===== src/rtl/ex_stage_ctrl.sv =====
// Execute-stage control: ID/EX and EX/MEM pipeline registers, operand forwarding,
// load-use stall detection and taken-branch redirect/flush.
module ex_stage_ctrl #(
  parameter int XLEN = 64
) (
  input  logic            clk,
  input  logic            reset,
  input  logic            id_valid,
  output logic            id_ready,
  input  logic [XLEN-1:0] id_pc,
  input  logic [XLEN-1:0] id_rs1_data,
  input  logic [XLEN-1:0] id_rs2_data,
  input  logic [XLEN-1:0] id_imm,
  input  logic [4:0]      id_rs1,
  input  logic [4:0]      id_rs2,
  input  logic [4:0]      id_rd,
  input  logic [2:0]      id_funct3,
  input  logic [6:0]      id_funct7,
  input  logic [1:0]      id_aluop,
  input  logic            id_alusrc,
  input  logic            id_branch,
  input  logic            id_memread,
  input  logic            id_memwrite,
  input  logic            id_regwrite,
  output logic [XLEN-1:0] ex_A,
  output logic [XLEN-1:0] ex_B,
  output logic [XLEN-1:0] ex_C,
  output logic [XLEN-1:0] ex_pc,
  output logic [2:0]      ex_funct3,
  output logic [6:0]      ex_funct7,
  output logic [1:0]      ex_aluop,
  output logic            ex_alusrc,
  input  logic            ex_zero,
  input  logic [XLEN-1:0] ex_result,
  input  logic [XLEN-1:0] ex_target,
  input  logic            wb_regwrite,
  input  logic [4:0]      wb_rd,
  input  logic [XLEN-1:0] wb_data,
  output logic            exm_valid,
  output logic [4:0]      exm_rd,
  output logic            exm_regwrite,
  output logic            exm_memread,
  output logic            exm_memwrite,
  output logic [XLEN-1:0] exm_result,
  output logic [XLEN-1:0] exm_store_data,
  output logic            redirect,
  output logic [XLEN-1:0] redirect_pc
);

  localparam int STAGES = 2;

  typedef struct packed {
    logic [XLEN-1:0] pc;
    logic [XLEN-1:0] rs1_data;
    logic [XLEN-1:0] rs2_data;
    logic [XLEN-1:0] imm;
    logic [4:0]      rs1;
    logic [4:0]      rs2;
    logic [4:0]      rd;
    logic [2:0]      funct3;
    logic [6:0]      funct7;
    logic [1:0]      aluop;
    logic            alusrc;
    logic            branch;
    logic            memread;
    logic            memwrite;
    logic            regwrite;
  } idex_t;

  typedef struct packed {
    logic [4:0]      rd;
    logic            regwrite;
    logic            memread;
    logic            memwrite;
    logic [XLEN-1:0] result;
    logic [XLEN-1:0] store_data;
  } exmem_t;

  idex_t           ex_q, id_d;
  exmem_t          exm_q, exm_d;
  logic [STAGES:1] vld_pipe;   // [1] = ID/EX valid, [2] = EX/MEM valid
  logic            ex_v, stall, capture, exm_fwd_ok;
  logic [XLEN-1:0] fwd_a, fwd_b;

  // EX/MEM wins over WB; loads in EX/MEM have no data yet so never forward
  function automatic logic [XLEN-1:0] fwd_sel(
    input logic [4:0]      rs,
    input logic [XLEN-1:0] latched,
    input logic            m_ok,
    input logic [4:0]      m_rd,
    input logic [XLEN-1:0] m_val,
    input logic            w_ok,
    input logic [4:0]      w_rd,
    input logic [XLEN-1:0] w_val
  );
    if (m_ok && m_rd != 5'd0 && m_rd == rs) return m_val;
    if (w_ok && w_rd != 5'd0 && w_rd == rs) return w_val;
    return latched;
  endfunction

  assign ex_v      = vld_pipe[1];
  assign exm_valid = vld_pipe[STAGES];

  assign exm_fwd_ok = exm_valid && exm_q.regwrite && !exm_q.memread;
  assign fwd_a = fwd_sel(ex_q.rs1, ex_q.rs1_data, exm_fwd_ok, exm_q.rd, exm_q.result,
                         wb_regwrite, wb_rd, wb_data);
  assign fwd_b = fwd_sel(ex_q.rs2, ex_q.rs2_data, exm_fwd_ok, exm_q.rd, exm_q.result,
                         wb_regwrite, wb_rd, wb_data);

  assign stall = ex_v && ex_q.memread && (ex_q.rd != 5'd0) &&
                 ((ex_q.rd == id_rs1) || (ex_q.rd == id_rs2)) && id_valid;

  // Redirect beats stall; the instruction in ID is wrong-path and is dropped
  assign redirect    = ex_v && ex_q.branch && ex_zero;
  assign redirect_pc = redirect ? ex_target : '0;
  assign id_ready    = redirect || !stall;
  assign capture     = id_valid && id_ready && !redirect;

  always_comb begin
    id_d          = '0;
    id_d.pc       = id_pc;
    id_d.rs1_data = id_rs1_data;
    id_d.rs2_data = id_rs2_data;
    id_d.imm      = id_imm;
    id_d.rs1      = id_rs1;
    id_d.rs2      = id_rs2;
    id_d.rd       = id_rd;
    id_d.funct3   = id_funct3;
    id_d.funct7   = id_funct7;
    id_d.aluop    = id_aluop;
    id_d.alusrc   = id_alusrc;
    id_d.branch   = id_branch;
    id_d.memread  = id_memread;
    id_d.memwrite = id_memwrite;
    id_d.regwrite = id_regwrite;
  end

  always_comb begin
    exm_d            = '0;
    exm_d.rd         = ex_q.rd;
    exm_d.regwrite   = ex_v && ex_q.regwrite && !ex_q.branch;
    exm_d.memread    = ex_v && ex_q.memread;
    exm_d.memwrite   = ex_v && ex_q.memwrite;
    exm_d.result     = ex_result;
    exm_d.store_data = fwd_b;
  end

  always_ff @(posedge clk) begin
    if (reset) begin
      vld_pipe <= '0;
      ex_q     <= '0;
      exm_q    <= '0;
    end else begin
      vld_pipe <= {vld_pipe[STAGES-1:1], capture};
      exm_q    <= exm_d;
      if (capture) begin
        ex_q <= id_d;
      end else begin
        // bubble: zero every control field so the datapath sees a clean no-op
        ex_q.funct3   <= '0;
        ex_q.funct7   <= '0;
        ex_q.aluop    <= '0;
        ex_q.alusrc   <= 1'b0;
        ex_q.branch   <= 1'b0;
        ex_q.memread  <= 1'b0;
        ex_q.memwrite <= 1'b0;
        ex_q.regwrite <= 1'b0;
      end
    end
  end

  assign ex_A      = fwd_a;
  assign ex_B      = fwd_b;
  assign ex_C      = ex_q.imm;
  assign ex_pc     = ex_q.pc;
  assign ex_funct3 = ex_q.funct3;
  assign ex_funct7 = ex_q.funct7;
  assign ex_aluop  = ex_q.aluop;
  assign ex_alusrc = ex_q.alusrc;

  assign exm_rd         = exm_q.rd;
  assign exm_regwrite   = exm_q.regwrite;
  assign exm_memread    = exm_q.memread;
  assign exm_memwrite   = exm_q.memwrite;
  assign exm_result     = exm_q.result;
  assign exm_store_data = exm_q.store_data;

endmodule


===== config.mk =====
export PLATFORM = sky130hd
export DESIGN_NAME = ex_stage_ctrl
export DESIGN_NICKNAME = d
export VERILOG_FILES = /design/src/rtl/ex_stage_ctrl.sv
export SDC_FILE = /design/constraint.sdc
export NUM_CORES = 1
export LEC_CHECK = 0
export ABC_AREA = 1
export ABC_CLOCK_PERIOD_IN_PS = 2900
export CORE_AREA = 2 2 371 373
export CTS_BUF_LIST = sky130_fd_sc_hd__clkbuf_4 sky130_fd_sc_hd__clkbuf_8
export DETAILED_ROUTE_END_ITERATION = 7
export DIE_AREA = 0 0 373 375
export PLACE_DENSITY = 0.47
export SLEW_MARGIN = 0
export SYNTH_ARGS = -nofsm -noshare
export SYNTH_HDL_FRONTEND = slang
export SYNTH_SLANG_ARGS = --single-unit

===== constraint.sdc =====
create_clock -name clk -period 2.9 [get_ports clk]
set_input_delay 0.87 -clock clk [delete_from_list [all_inputs] [get_ports clk]]
set_output_delay 0.87 -clock clk [all_outputs]
set_load 0.01 [all_outputs]

==> results of run 1 <==
-- area by class of cell --
cell class / instances / share of cell area, %
diodes: 23 / 0.150
clock buffers: 132 / 4.33
clock inverters: 23 / 0.546
inverters: 302 / 2.99
multi-input cells: 2028 / 27.5
flip-flops and latches: 426 / 22.2
well taps: 1794 / 5.83
repair buffers: 1355 / 36.4
-- stage by stage --
stage               util (%)  instances
CTS                     27.2       6034
detailed placement      24.3       5720
global route            28.2       6080
finish                  28.2       6083
floorplan                  -       3184
global placement        24.3       5720
-- worst paths after layout --
kind              slack (ps)            endpoint  cells past startpoint      from
hold / removal           420        exm_regwrite                      2   ex_q[0]
hold reg to reg          420        exm_regwrite                      2   ex_q[0]
setup reg to reg        -710  exm_store_data[31]                     26  ex_q[23]
setup / recovery        -750  exm_store_data[31]                     27  wb_rd[1]
-- kinds of logic after synthesis --
group / Yosys count / share of synthesized area (%)
flops: 426 / 39.1
buf+inv: 730 / 17.7
xor+xnor: 22 / 0.884
simple gates: 1803 / 37.6
compound gates: 203 / 4.66
-- sequential cells by signal, indices dropped and copies added (netlist names) --
name            flops
ex_C               64
ex_aluop            2
ex_alusrc           1
ex_funct3           3
ex_funct7           7
ex_pc              64
ex_q              147
exm_memread         1
exm_memwrite        1
exm_rd              5
exm_regwrite        1
exm_result         64
exm_store_data     64
vld_pipe            2
-- synth_stat cells --
| cell type | instances |
|---|---|
| a21oi_1 | 202 |
| buf_1 | 30 |
| buf_2 | 56 |
| buf_4 | 247 |
| buf_6 | 16 |
| clkbuf_1 | 79 |
| dfxtp_1 | 426 |
| inv_1 | 295 |
| inv_2 | 7 |
| nand2_1 | 699 |
| nand2_2 | 1 |
| nand3_1 | 205 |
| nand3b_1 | 266 |
| nor2_1 | 565 |
| nor3_1 | 2 |
| nor3_2 | 1 |
| o21ai_1 | 1 |
| or2_1 | 56 |
| or2_2 | 8 |
| xnor2_1 | 11 |
| xor2_1 | 11 |
-- power by group --
group	total [mW]	leakage (nW)	switching [mW]	internal [mW]
Sequential	6.47	3.54	0.228	6.25
Clock	7.01	1.01	3.14	3.86
Combinational	3.88	13.8	1.79	2.09
Total	17.4	18.3	5.16	12.2
-- critical path, cell delays in order --
cell           delay (ps)
dlygate4sd2_1         290
xnor2_1               170
nand3_1               140
nor2_4                190
buf_6                 130
buf_12                110
buf_6                 130
buf_16                150
nand3_1               130
nand3_4               110
nand2_2                60
buf_6                 110
buf_4                 110
buf_4                 120
buf_4                 120
buf_4                 120
buf_4                 120
buf_4                 130
buf_4                 120
buf_4                 120
buf_4                 120
buf_4                 120
buf_4                 120
buf_4                 120
buf_4                 110
buf_4                 120
nor2_1                 70
-- per-layer routing --
metal	global-route usage (%)	up-vias	share of wire (%)
met2	29.7	897	50
met4	7.75	20	4.1
met3	5.64	252	7.9
met1	17.9	11131	38
met5	0	-	0.11
li1	-	11691	-
-- what timing repair did --
item	in CTS	in global routing
pin swaps	91	94
gates cloned	20	10
setup endpoints to repair	197	202
resized for setup	755	435
hold endpoints to repair	0	0
setup buffers	141	54
==> impl_metrics.csv, run 1 <==
group,metric,value,unit
outcome,status,"complete, but fails checks",
outcome,violations,"setup timing",
logic_synthesis,synth_nets,3674,
die,rows,136,
place,port_buffers,961,
clocking,numCtsBuffers,89,
place,preCtsSetupSlack,-1410,ps
logic_synthesis,synth_top_area_cell,"dfxtp_1",
logic_synthesis,syn-cell-area,0.0218,mm2
die,core_area,0.136,mm2
die,start_util,16.0,%
route,via_count,23991,
min_path,min_path_type,"flop to flop",
power_and_ir_drop,powerDensity,451,mW/mm2
setup_path,critPathArrivalTime,4350,ps
timing,slew_viol_final,0,
final_layout,nFillCells,14916,
clocking,cts-root-buf,"clkbuf_8",
route,vias_per_cell,3.94,
logic_synthesis,synth.distinct_cells,21,
setup_path,required,3590,ps
die,die_h,375,um
place,dpl_cell_area,0.0331,mm2
clocking,clock_latency,790,ps
setup_path,startpoint_type,"input port",
timing,fin_ws,-755,ps
grt,antenna_found_initial,43,
route,drc,0,
route,first_pass_iters,6,
clocking,cts.path.max_buffers,3,
route,drt_iter0_markers,1225,
timing,fin_skew,50.0,ps
grt,grt_overflow,0,
clocking,cts.clk_slew.worst_paths,60,ps
clocking,cts_tree,"done",
final_layout,nNetsFinal,4692,
final_layout,fin_area,0.0385,mm2
logic_synthesis,yosys_warnings,0,
setup_path,path_class,"input port to flop",
timing,rsz0062_at_grt,"true",
grt,first_global_vias,23976,
final_layout,multi_input_area,0.0106,mm2
final_layout,register_area,0.00856,mm2
timing,min_period,3650,ps
setup_path,critPathCaptureType,"flop",
place,gp_congestion,0.845,
logic_synthesis,syn_inst,3184,
logic_synthesis,synth_area_leaders,"dfxtp_1 39%, nand2_1 12%, nor2_1 9.7%",
die,die_x,373,um
place,hpwl,89800,um
timing,finalSetupTns,-84000,ps
timing,post-route-period-util,126,%
power_and_ir_drop,ir_drop,0.375,mV
grt,grt_max_degree,122,
clocking,ctsHoldBuffers,0,
timing,max_freq,274,MHz
clocking,cts_sinks,426,
timing,holdWs,421,ps
route,drtAntennaViolNets,0,
logic_synthesis,ys_ff_latch,426,
final_layout,layout_commonest_cell,"clkdlybuf4s50_1",
die,num_io_pins,962,
setup_path,crit_fanout,12,
timing,worst_pin_slew,701,ps
route,routed_wl,123000,um
logic_synthesis,yosysTopAreaCellShare,39.1,%
timing,setup_viol,133,
timing,relSlewSlack,53.2,%
logic_synthesis,syn_avg_cell_area,6.84,um2
timing,hold_viol_final,0,
clocking,h-tree-depth,3,
power_and_ir_drop,leakage,18.3,nW
power_and_ir_drop,power,17.4,mW
run,max-cap-violations,0,
final_layout,layout_common_cells,"752 x clkdlybuf4s50_1, 586 x nand2_1, 535 x nor2_1",
grt,grt_usage,16.8,%
final_layout,drive_gt1_share,23.9,%
grt,grt_pass1_wl,170000,um
final_layout,synthToLayoutAreaGrowth,76.6,%
die,die_area,0.140,mm2
logic_synthesis,seq_area_frac_synth,39.1,%
route,wl_per_cell,20.3,um
Power figures use the tool's default switching activity.
==> inputs of run 2 (changes only) <==
==> config.mk (replaced) <==
export PLATFORM = sky130hd
export DESIGN_NAME = ex_stage_ctrl
export DESIGN_NICKNAME = d
export VERILOG_FILES = /design/src/rtl/ex_stage_ctrl.sv
export SDC_FILE = /design/constraint.sdc
export NUM_CORES = 1
export LEC_CHECK = 0
export ABC_AREA = 1
export ABC_CLOCK_PERIOD_IN_PS = 4250
export CORE_AREA = 2 2 378 380
export CTS_BUF_LIST = sky130_fd_sc_hd__clkbuf_4 sky130_fd_sc_hd__clkbuf_8
export CTS_CLUSTER_SIZE = 40
export DETAILED_ROUTE_END_ITERATION = 7
export DIE_AREA = 0 0 380 382
export PLACE_DENSITY = 0.46
export SLEW_MARGIN = 20
export SYNTH_ARGS = -nofsm -noshare
export SYNTH_HDL_FRONTEND = slang
export SYNTH_SLANG_ARGS = --single-unit
==> constraint.sdc (replaced) <==
create_clock -name clk -period 4.25 [get_ports clk]
set_input_delay 1.275 -clock clk [delete_from_list [all_inputs] [get_ports clk]]
set_output_delay 1.275 -clock clk [all_outputs]
set_load 0.01 [all_outputs]
==> run 2 against run 1 <==
  * The flow now finishes without violations
  * Cell area decreased by 5.6%
  * Sequential share of layout area is 1.3 points higher
  * Critical path depth down 15
  * Clock skew is 0.65 ps lower
  * First-iteration DRC count rose by 21%
  * Largest cell class unchanged
==> impl_metrics.csv, run 2 (synthesis results as in run 1) <==
group,metric,value,unit
route,drc,0,
route,drt_iter0_markers,1481,
timing,finalSetupTns,0,ps
final_layout,largest_reg_flops,147,
timing,hold_viol_final,0,
die,core_area,0.141,mm2
timing,setup_viol,0,
setup_path,path_class,"input port to output pin",
final_layout,layout_common_cells,"794 x clkdlybuf4s50_1, 622 x nand2_1, 560 x nor2_1",
place,gp_congestion,0.899,
clocking,cts_sinks,426,
grt,grt_usage,17.0,%
die,num_io_pins,962,
min_path,min_path_type,"flop to flop",
timing,relSlewSlack,36.4,%
route,wl_per_cell,21.5,um
setup_path,worstPathCellList,"buf_6, buf_6, xor2_2, nor3_4, buf_6, nand2_8, buf_16, buf_12, nand2_4, nand3_4, nand2_2, buf_6",
run,max-cap-violations,0,
timing,min_period,4210,ps
die,die_area,0.145,mm2
grt,grt_overflow,0,
route,routed_wl,129000,um
timing,slew_viol_final,0,
place,port_buffers,961,
setup_path,critPathCaptureType,"output pin",
timing,post-route-period-util,99.1,%
route,drtAntennaViolNets,0,
setup_path,crit_top_cell,"buf_6",
timing,fin_skew,49.3,ps
final_layout,nNetsFinal,4508,
grt,grt_max_degree,141,
setup_path,required,2970,ps
timing,worst_pin_slew,954,ps
clocking,cts.path.max_buffers,3,
grt,grt_pass1_wl,177000,um
final_layout,top_register,"ex_q",
clocking,cts-root-buf,"clkbuf_8",
final_layout,drive_gt1_share,16.6,%
die,die_x,380,um
setup_path,crit_fanout,7,
route,first_pass_iters,5,
grt,antenna_found_initial,41,
die,die_h,382,um
setup_path,startpoint_type,"input port",
final_layout,layout_commonest_cell,"clkdlybuf4s50_1",
outcome,status,"completed",
final_layout,nFillCells,15752,
place,hpwl,93700,um
route,vias_per_cell,3.90,
clocking,cts_tree,"done",
power_and_ir_drop,leakage,16.7,nW
clocking,numCtsBuffers,89,
final_layout,synthToLayoutAreaGrowth,66.6,%
clocking,clock_latency,780,ps
power_and_ir_drop,ir_drop,0.183,mV
setup_path,crit_slowest_cell,"nor3_4",
die,start_util,15.5,%
power_and_ir_drop,power,11.9,mW
clocking,h-tree-depth,3,
clocking,cts.clk_slew.worst_paths,60,ps
route,via_count,23379,
timing,rsz0062_at_grt,"true",
timing,max_freq,237,MHz
grt,first_global_vias,23247,
setup_path,cpPeakStageDelay,220,ps
die,rows,138,
power_and_ir_drop,powerDensity,327,mW/mm2
setup_path,critPathArrivalTime,2940,ps
clocking,ctsHoldBuffers,0,
run 2: cell types whose count changed in the layout (fill, tap and decap cells not counted), moves of 25 or more:
| cell | previous run | this run |
|---|---|---|
| clkdlybuf4s50_1 | 752 | 794 |
| buf_4 | 243 | 133 |
| buf_6 | 132 | 32 |
| nor2_1 | 535 | 560 |
| nand2_1 | 586 | 622 |
| inv_2 | 40 | 7 |
| dlymetal6s2s_1 | 31 | 4 |
| inv_1 | 259 | 293 |
run 2: path summary, 6_finish.rpt:
kind,start,to,slack [ps],cells after the start
hold / removal,ex_q[0],exm_regwrite,430,2
setup reg to reg,vld_pipe[1],ex_q[96],1580,10
hold reg to reg,ex_q[0],exm_regwrite,430,2
setup / recovery,wb_rd[3],ex_A[1],40,12
run 2: timing repair:
| item | 4_1_cts | 5_1_grt |
|---|---|---|
| gates resized for setup | 585 | 127 |
| buffers inserted | 39 | 8 |
| setup endpoints to repair | 131 | 100 |
| gates cloned | 24 | 2 |
| pin swaps | 54 | 43 |
run 2: area by class of cell:
class	count	area, um2	share of cell area (%)
Timing Repair Buffer	1171	12100	33.3
Clock buffer	143	1800	4.96
Inverter	302	1150	3.16
Clock inverter	16	171	0.472
Tap cell	1890	2360	6.51
Sequential cell	426	8530	23.5
Antenna cell	13	32.5	0.0896
Multi-Input combinational cell	2028	10200	28.0
run 2: critical path, delay by kind of cell:
| kind | cells | cell delay, ps |
|---|---|---|
| xor gates and xnor gates | 1 | 150 |
| buffers and inverters | 6 | 840 |
| and+or+nand+nor | 5 | 620 |
run 2: where the power goes:
part | leakage (nW) | internal (mW) | switching [mW] | total (mW)
Combinational | 12.1 | 1.32 | 1.21 | 2.53
Clock | 1.04 | 2.80 | 2.11 | 4.91
Sequential | 3.54 | 4.26 | 0.175 | 4.44
run 2: stage by stage:
| stage | cells | hold slack [ps] | util [%] | cell area, um2 | setup slack (ps) |
|---|---|---|---|---|---|
| 2_1_floorplan | 3184 | 389 | - | 21800 | 678 |
| 3_3_place_gp | 5749 | 433 | 23.2 | 32600 | -951 |
| 3_5_place_dp | 5749 | 425 | 23.2 | 32600 | -952 |
| 4_1_cts | 5971 | 435 | 25.6 | 36000 | -80.7 |
| 5_1_grt | 5988 | 475 | 25.8 | 36300 | -27.3 |
| 6_report | 5989 | 432 | 25.8 | 36300 | 39.3 |
run 2: layer usage:
layer | track usage (%) | wire [um]
met1 | 20.0 | 52500
met2 | 29.1 | 62300
met3 | 5.84 | 10100
met4 | 5.24 | 3670
met5 | 0 | 365
==> inputs of run 3 (changes only) <==
--- a/config.mk
+++ b/config.mk
@@ -13,7 +13,6 @@
 export DETAILED_ROUTE_END_ITERATION = 7
 export DIE_AREA = 0 0 380 382
 export PLACE_DENSITY = 0.46
-export SLEW_MARGIN = 20
 export SYNTH_ARGS = -nofsm -noshare
 export SYNTH_HDL_FRONTEND = slang
 export SYNTH_SLANG_ARGS = --single-unit
==> results of run 3 <==
Final layout, timing and power as in run 2 (identical DEF).
